==> src/rtl/agu_stq.sv <==
// DEPTH-entry circular store queue: in-order allocation, AGU capture, branch kill, load forwarding, DCache drain.
// Store-to-load forwarding CAM is built only when AGU_STQ_FWD_EN is defined; otherwise loads stall conservatively.
module agu_stq #(
   parameter int WIDTH_MEM = 4,
   parameter int WIDTH_BRM = 4,
   parameter int WIDTH_IDX = 3
) (
   input  logic                      i_clk,
   input  logic                      i_rst_n,
   input  logic                      i_alloc,
   input  logic [(1<<WIDTH_BRM)-1:0] i_alloc_brmask,
   output logic [WIDTH_IDX-1:0]      o_alloc_idx,
   output logic                      o_full,
   output logic                      o_empty,
   input  logic                      i_agu_val,
   input  logic [WIDTH_IDX-1:0]      i_agu_idx,
   input  logic [WIDTH_MEM-1:0]      i_agu_addr,
   input  logic [31:0]               i_agu_data,
   input  logic                      i_commit,
   input  logic [(1<<WIDTH_BRM)-1:0] i_brkill,
   input  logic [(1<<WIDTH_BRM)-1:0] i_brclear,
   input  logic                      i_ld_val,
   input  logic [WIDTH_MEM-1:0]      i_ld_addr,
   input  logic [WIDTH_IDX:0]        i_ld_tail,
   output logic                      o_fwd_hit,
   output logic [31:0]               o_fwd_data,
   output logic                      o_fwd_stall,
   output logic                      o_dc_val,
   output logic [WIDTH_MEM-1:0]      o_dc_addr,
   output logic [31:0]               o_dc_data,
   input  logic                      i_dc_rdy
);

   localparam int DEPTH = 1 << WIDTH_IDX;
   localparam int NBR   = 1 << WIDTH_BRM;
   localparam int PW    = WIDTH_IDX + 1;

   logic [DEPTH-1:0]     valid;
   logic [DEPTH-1:0]     addr_ok;
   logic [DEPTH-1:0]     committed;
   logic [NBR-1:0]       brmask [DEPTH];
   logic [WIDTH_MEM-1:0] addr   [DEPTH];
   logic [31:0]          data   [DEPTH];

   logic [PW-1:0]        head;
   logic [PW-1:0]        cmt;
   logic [PW-1:0]        tail;

   logic [WIDTH_IDX-1:0] head_idx;
   logic [WIDTH_IDX-1:0] cmt_idx;
   logic [WIDTH_IDX-1:0] tail_idx;

   logic                 full;
   logic                 empty;
   logic [DEPTH-1:0]     kill_vec;
   logic                 kill_any;
   logic [PW-1:0]        kill_ptr;
   logic [PW-1:0]        kill_span;
   logic [PW-1:0]        kscan_ptr;
   logic                 alloc_ok;
   logic                 agu_ok;
   logic                 cmt_ok;
   logic                 dc_val;
   logic                 dc_fire;

   logic [PW-1:0]        ld_span;
   logic [PW-1:0]        lscan_ptr;
   logic                 any_cand;

   // A load snapshot older than head has no older stores left in the queue.
   function automatic logic [PW-1:0] clamp_span(input logic [PW-1:0] d);
      return (d > PW'(DEPTH)) ? '0 : d;
   endfunction

   assign head_idx = head[WIDTH_IDX-1:0];
   assign cmt_idx  = cmt[WIDTH_IDX-1:0];
   assign tail_idx = tail[WIDTH_IDX-1:0];

   assign full  = (tail ^ head) == {1'b1, {WIDTH_IDX{1'b0}}};
   assign empty = (tail == head);

   assign o_alloc_idx = tail_idx;
   assign o_full      = full;
   assign o_empty     = empty;

   always_comb begin
      for (int i = 0; i < DEPTH; i++) begin
         kill_vec[i] = valid[i] & ~committed[i] & (|(brmask[i] & i_brkill));
      end
   end

   assign kill_any  = |kill_vec;
   assign kill_span = tail - cmt;

   // Killed entries are a contiguous young suffix of [cmt, tail); the oldest one becomes the new tail.
   always_comb begin
      kill_ptr  = tail;
      kscan_ptr = cmt;
      for (int k = DEPTH-1; k >= 0; k--) begin
         kscan_ptr = cmt + PW'(k);
         if ((PW'(k) < kill_span) && kill_vec[kscan_ptr[WIDTH_IDX-1:0]]) begin
            kill_ptr = kscan_ptr;
         end
      end
   end

   assign alloc_ok = i_alloc && !full && !kill_any;
   assign agu_ok   = i_agu_val && valid[i_agu_idx] && !kill_vec[i_agu_idx];
   assign cmt_ok   = i_commit && (cmt != tail) && !kill_vec[cmt_idx];
   assign dc_val   = valid[head_idx] && committed[head_idx] && addr_ok[head_idx];
   assign dc_fire  = dc_val && i_dc_rdy;

   assign o_dc_val  = dc_val;
   assign o_dc_addr = addr[head_idx];
   assign o_dc_data = data[head_idx];

   always_ff @(posedge i_clk or negedge i_rst_n) begin
      if (!i_rst_n) begin
         valid     <= '0;
         addr_ok   <= '0;
         committed <= '0;
         head      <= '0;
         cmt       <= '0;
         tail      <= '0;
      end else begin
         if (alloc_ok) begin
            valid[tail_idx]     <= 1'b1;
            addr_ok[tail_idx]   <= 1'b0;
            committed[tail_idx] <= 1'b0;
         end
         if (agu_ok) begin
            addr_ok[i_agu_idx] <= 1'b1;
         end
         if (cmt_ok) begin
            committed[cmt_idx] <= 1'b1;
         end
         for (int i = 0; i < DEPTH; i++) begin
            if (kill_vec[i]) begin
               valid[i]   <= 1'b0;
               addr_ok[i] <= 1'b0;
            end
         end
         if (dc_fire) begin
            valid[head_idx]     <= 1'b0;
            addr_ok[head_idx]   <= 1'b0;
            committed[head_idx] <= 1'b0;
         end
         head <= head + {{WIDTH_IDX{1'b0}}, dc_fire};
         cmt  <= cmt + {{WIDTH_IDX{1'b0}}, cmt_ok};
         tail <= kill_any ? kill_ptr : (tail + {{WIDTH_IDX{1'b0}}, alloc_ok});
      end
   end

   always_ff @(posedge i_clk) begin
      for (int i = 0; i < DEPTH; i++) begin
         brmask[i] <= brmask[i] & ~i_brclear;
      end
      if (alloc_ok) begin
         brmask[tail_idx] <= i_alloc_brmask & ~i_brclear;
      end
      if (agu_ok) begin
         addr[i_agu_idx] <= i_agu_addr;
         data[i_agu_idx] <= i_agu_data;
      end
   end

   assign ld_span = clamp_span(i_ld_tail - head);

`ifdef AGU_STQ_FWD_EN
   logic        any_unk;
   logic        cam_hit;
   logic [31:0] cam_data;
   logic        fwd_hit_p1;
   logic        fwd_stall_p1;
   logic [31:0] fwd_data_p1;

   // Scan oldest to youngest so the last match wins.
   always_comb begin
      any_cand  = 1'b0;
      any_unk   = 1'b0;
      cam_hit   = 1'b0;
      cam_data  = '0;
      lscan_ptr = head;
      for (int k = 0; k < DEPTH; k++) begin
         lscan_ptr = head + PW'(k);
         if ((PW'(k) < ld_span) && valid[lscan_ptr[WIDTH_IDX-1:0]]) begin
            any_cand = 1'b1;
            if (!addr_ok[lscan_ptr[WIDTH_IDX-1:0]]) begin
               any_unk = 1'b1;
            end else if (addr[lscan_ptr[WIDTH_IDX-1:0]] == i_ld_addr) begin
               cam_hit  = 1'b1;
               cam_data = data[lscan_ptr[WIDTH_IDX-1:0]];
            end
         end
      end
   end

   // Stage p1: registered forwarding result
   always_ff @(posedge i_clk or negedge i_rst_n) begin
      if (!i_rst_n) begin
         fwd_hit_p1   <= 1'b0;
         fwd_stall_p1 <= 1'b0;
         fwd_data_p1  <= '0;
      end else begin
         fwd_stall_p1 <= i_ld_val && any_unk;
         fwd_hit_p1   <= i_ld_val && !any_unk && cam_hit;
         fwd_data_p1  <= (i_ld_val && !any_unk && cam_hit) ? cam_data : 32'd0;
      end
   end

   assign o_fwd_hit   = fwd_hit_p1;
   assign o_fwd_stall = fwd_stall_p1;
   assign o_fwd_data  = fwd_data_p1;
`else
   logic fwd_stall_p1;
   logic unused_ld_addr;

   assign unused_ld_addr = ^i_ld_addr;

   always_comb begin
      any_cand  = 1'b0;
      lscan_ptr = head;
      for (int k = 0; k < DEPTH; k++) begin
         lscan_ptr = head + PW'(k);
         if ((PW'(k) < ld_span) && valid[lscan_ptr[WIDTH_IDX-1:0]]) begin
            any_cand = 1'b1;
         end
      end
   end

   // Stage p1: registered conservative stall
   always_ff @(posedge i_clk or negedge i_rst_n) begin
      if (!i_rst_n) begin
         fwd_stall_p1 <= 1'b0;
      end else begin
         fwd_stall_p1 <= i_ld_val && any_cand;
      end
   end

   assign o_fwd_hit   = 1'b0;
   assign o_fwd_stall = fwd_stall_p1;
   assign o_fwd_data  = 32'd0;
`endif

endmodule

==> config.mk <==
export PLATFORM = sky130hd
export DESIGN_NAME = agu_stq
export DESIGN_NICKNAME = d
export VERILOG_FILES = /design/src/rtl/agu_stq.sv
export SDC_FILE = /design/constraint.sdc
export NUM_CORES = 1
export LEC_CHECK = 0
export CORE_MARGIN = 2
export CORE_UTILIZATION = 48
export CTS_CLUSTER_SIZE = 25
export DETAILED_ROUTE_END_ITERATION = 10
export PLACE_DENSITY = 0.71
export SLEW_MARGIN = 20
export SYNTH_ARGS = -nofsm -noshare
export SYNTH_HDL_FRONTEND = slang
export SYNTH_SLANG_ARGS = --single-unit
==> constraint.sdc <==
create_clock -name i_clk -period 4.8 [get_ports i_clk]
set_input_delay 0.48 -clock i_clk [delete_from_list [all_inputs] [get_ports i_clk]]
set_output_delay 0.48 -clock i_clk [all_outputs]
set_load 0.02 [all_outputs]
==> flow_summary.yaml <==
cts:
  cts_sinks: 453
  cts_tree: "done"
  root_buffer: "clkbuf_16"
  clkLatencyLatePin_ns: 0.58
  numCtsBuffers: 45
  cts-resized-gates: 0
  path_clk_slew_ns: 0.06
  cts_setup_buffers: 0
  clk_path_buf_depth: 3
  htree_levels: 2
  cts_hold_buf: 0
worst_setup_path:
  required_ns: 4.32
  slowest_delay_ns: 1.07
  worstRegToRegCells: 11
  cp_num_buf_inv: 1
  path_class: "flop to primary output"
  cpLargestDelayFamily: "flip-flops"
  reg2reg_slack_ns: 1.15
  slowest_stage: "dfrtp_4"
  crit_path_start_kind: "flop"
  path_cells: "mux2i_1 > nand2_1 > o21ai_0 > o31ai_1 > clkdlybuf4s50_1"
  path_max_fanout: 51
  worstPathArrival_ns: 3.51
  r2r-start: "tail[2]"
  cp-end-kind: "primary output"
  rr_endpoint: "tail[2]"
detailed_routing:
  drc: 0
  wl_per_cell_microns: 22.12
  vias: 13720
  wirelength_mm: 51.65
  antenna_left: 0
  drt_first_pass_iters: 5
  drtIter0Drc: 1412
  viasPerCell: 5.878
floorplanning:
  io_pins: 178
  row_count: 75
  die-area_sq_um: 43710
  coreArea_sq_um: 41760
  die_x_microns: 209.1
  start_util_pct: 48.34
  die_y_microns: 209.1
timing:
  worst_clock_skew_ns: 0.02404
  fmax_ghz: 0.2504
  slew_headroom_pct: 35.38
  post-route-min-period_ns: 3.994
  hold_violations: 0
  finalCritPeriodShare_pct: 83.22
  finalSetupViolCount: 0
  layout_setup_ws_ns: 0.8057
  tightest_slew_ns: 0.9694
  grt_setup_unrepaired: "no"
  setup_tns_ns: 0
  slew_viol_final: 0
place:
  place_inst: 2255
  place_ws_ns: 0.4507
  gp_congestion: 0.8804
  dpl.hpwl_mm: 33.46
  io_buffers: 140
  placed_area_sq_um: 22000
global_routing:
  grt_pass1_vias: 13360
  grt_usage_pct: 23.81
  grt_pass1_wl_mm: 79.48
  grt_max_degree: 53
  gr-total-overflow: 0
  antenna_found_initial: 4
logic_synthesis:
  synthCells: 1650
  ys.flop_type: "edfxtp_1"
  synth_top_area_share_pct: 42.84
  synthTopCellsByArea: "edfxtp_1 (43%), dfxtp_1 (13%), mux4_2 (9.8%), nand2_1 (7.8%), dfrtp_1 (4.6%)"
  synth-edff-count: 288
  ys_seq_area_share_pct: 60.12
  ys_warn_count: 0
  yosys.area.top_type: "edfxtp_1"
  ys_ff_latch: 453
  avgSynthCellArea_sq_um: 12.23
  async_flop_share_pct: 8.168
  ys_types: 72
  synthTopCellsByCount: "nand2_1 (418), edfxtp_1 (288), a21oi_1 (157)"
  syn_area_sq_um: 20190
  synth.most_common_cell: "nand2_1"
final_layout:
  drive_gt1_share_pct: 13.70
  antennaDiodeCount: 0
  synthToLayoutAreaGrowth_pct: 16.12
  layout.nets: 1892
  fin_area_sq_um: 23440
  layout.cells.non_filler: 2335
power_and_ir_drop:
  p_int_uw: 6634
  power.switching_uw: 2196
  switching_share_pct: 24.87
  p_leak_uw: 0.007909
  power_density_nw_per_um2: 376.7
  seq_power_share_pct: 48.1
  p_total_uw: 8830
  p_comb_share_pct: 13.0
  max-vdd-ir-drop_uv: 353.5
  power.share.clock_pct: 38.9
job:
  max_cap_viol_count: 0
status:
  outcome: "completed"
min_path:
  hp-class: "input pin to asynchronous set/reset pin"
## how the worst max path moves through the flow
| stage | start | endpoint | slack, ns | depth (start not counted) |
|---|---|---|---|---|
| 6_report | head[0] | o_dc_val | 0.81 | 5 |
| 5_1_grt | head[0] | o_dc_val | 0.53 | 5 |
| 4_1_cts | head[0] | o_dc_val | 0.73 | 5 |
| 3_5_place_dp | i_brkill[12] | committed[7] | 0.45 | 12 |
| 3_3_place_gp | i_brkill[12] | committed[7] | 0.53 | 12 |
| 2_1_floorplan | i_brkill[4] | addr[4][0] | 0.005 | 8 |
## flip-flops by register name, summed over array words and instances (netlist names), 8 cells and up
| name | count |
|---|---|
| data | 256 |
| brmask | 128 |
| addr | 32 |
| addr_ok | 8 |
| committed | 8 |
| valid | 8 |
## per-stage QoR
| step | hold slack [ns] | utilization (%) |
|---|---|---|
| after floorplan | 0.1844 | - |
| after CTS | 0.05688 | 56.13 |
| after global routing | 0.07481 | 56.13 |
| final | 0.02153 | 56.13 |
| after detailed placement | 0.4465 | 52.68 |
| after global placement | 0.4409 | 52.68 |
## logic make-up after synthesis
kind of cell / share of synthesized area (%)
simple gates: 12.66
flops: 60.12
compound gates: 9.415
buf+inv: 4.549
mux: 10.71
fa+ha+maj: 1.748
xor+xnor: 0.7810
other cells: 0.01858
## power by group through the flow
stage          Sequential, uW  Combinational (uW)  Clock [uW]
2_1_floorplan            4300                 806           0
3_3_place_gp             4320                1110           0
3_5_place_dp             4330                1120           0
4_1_cts                  4240                1130        3490
5_1_grt                  4250                1250        3650
6_report                 4240                1150        3440
## placed cells by master, fill, tap and decap left out, types with 9 or more instances in the layout
| cell type | n |
|---|---|
| nand2_1 | 418 |
| edfxtp_1 | 288 |
| a21oi_1 | 157 |
| clkdlybuf4s50_1 | 139 |
| dfxtp_1 | 128 |
| mux4_2 | 88 |
| nor2_1 | 51 |
| clkbuf_16 | 47 |
| buf_4 | 35 |
| dfrtp_1 | 34 |
| conb_1 | 33 |
| a22o_1 | 32 |
| a221oi_1 | 32 |
| ha_1 | 25 |
| o21ai_0 | 24 |
| inv_1 | 18 |
| nand3_1 | 12 |
| clkbuf_1 | 12 |
| xnor2_1 | 10 |
| nand2b_1 | 9 |
| mux2i_1 | 9 |
## per-layer routing
metal | wire (microns) | GRT usage, %
met5 | 55 | 0
met3 | 4588 | 5.455
met1 | 20890 | 32.33
met2 | 24790 | 38.36
met4 | 1335 | 7.463
## cell type report
| cell class | count | area [sq um] |
|---|---|---|
| Sequential cell | 453 | 12150 |
| Tap cell | 539 | 674.4 |
| Fill cell | 3290 | 18320 |
| Multi-Input combinational cell | 1062 | 7310 |
| Clock inverter | 17 | 165.2 |
| Clock buffer | 63 | 1276 |
| Timing Repair Buffer | 182 | 1799 |
| Inverter | 19 | 71.32 |
Note: power is estimated with default switching activity, not from simulation.
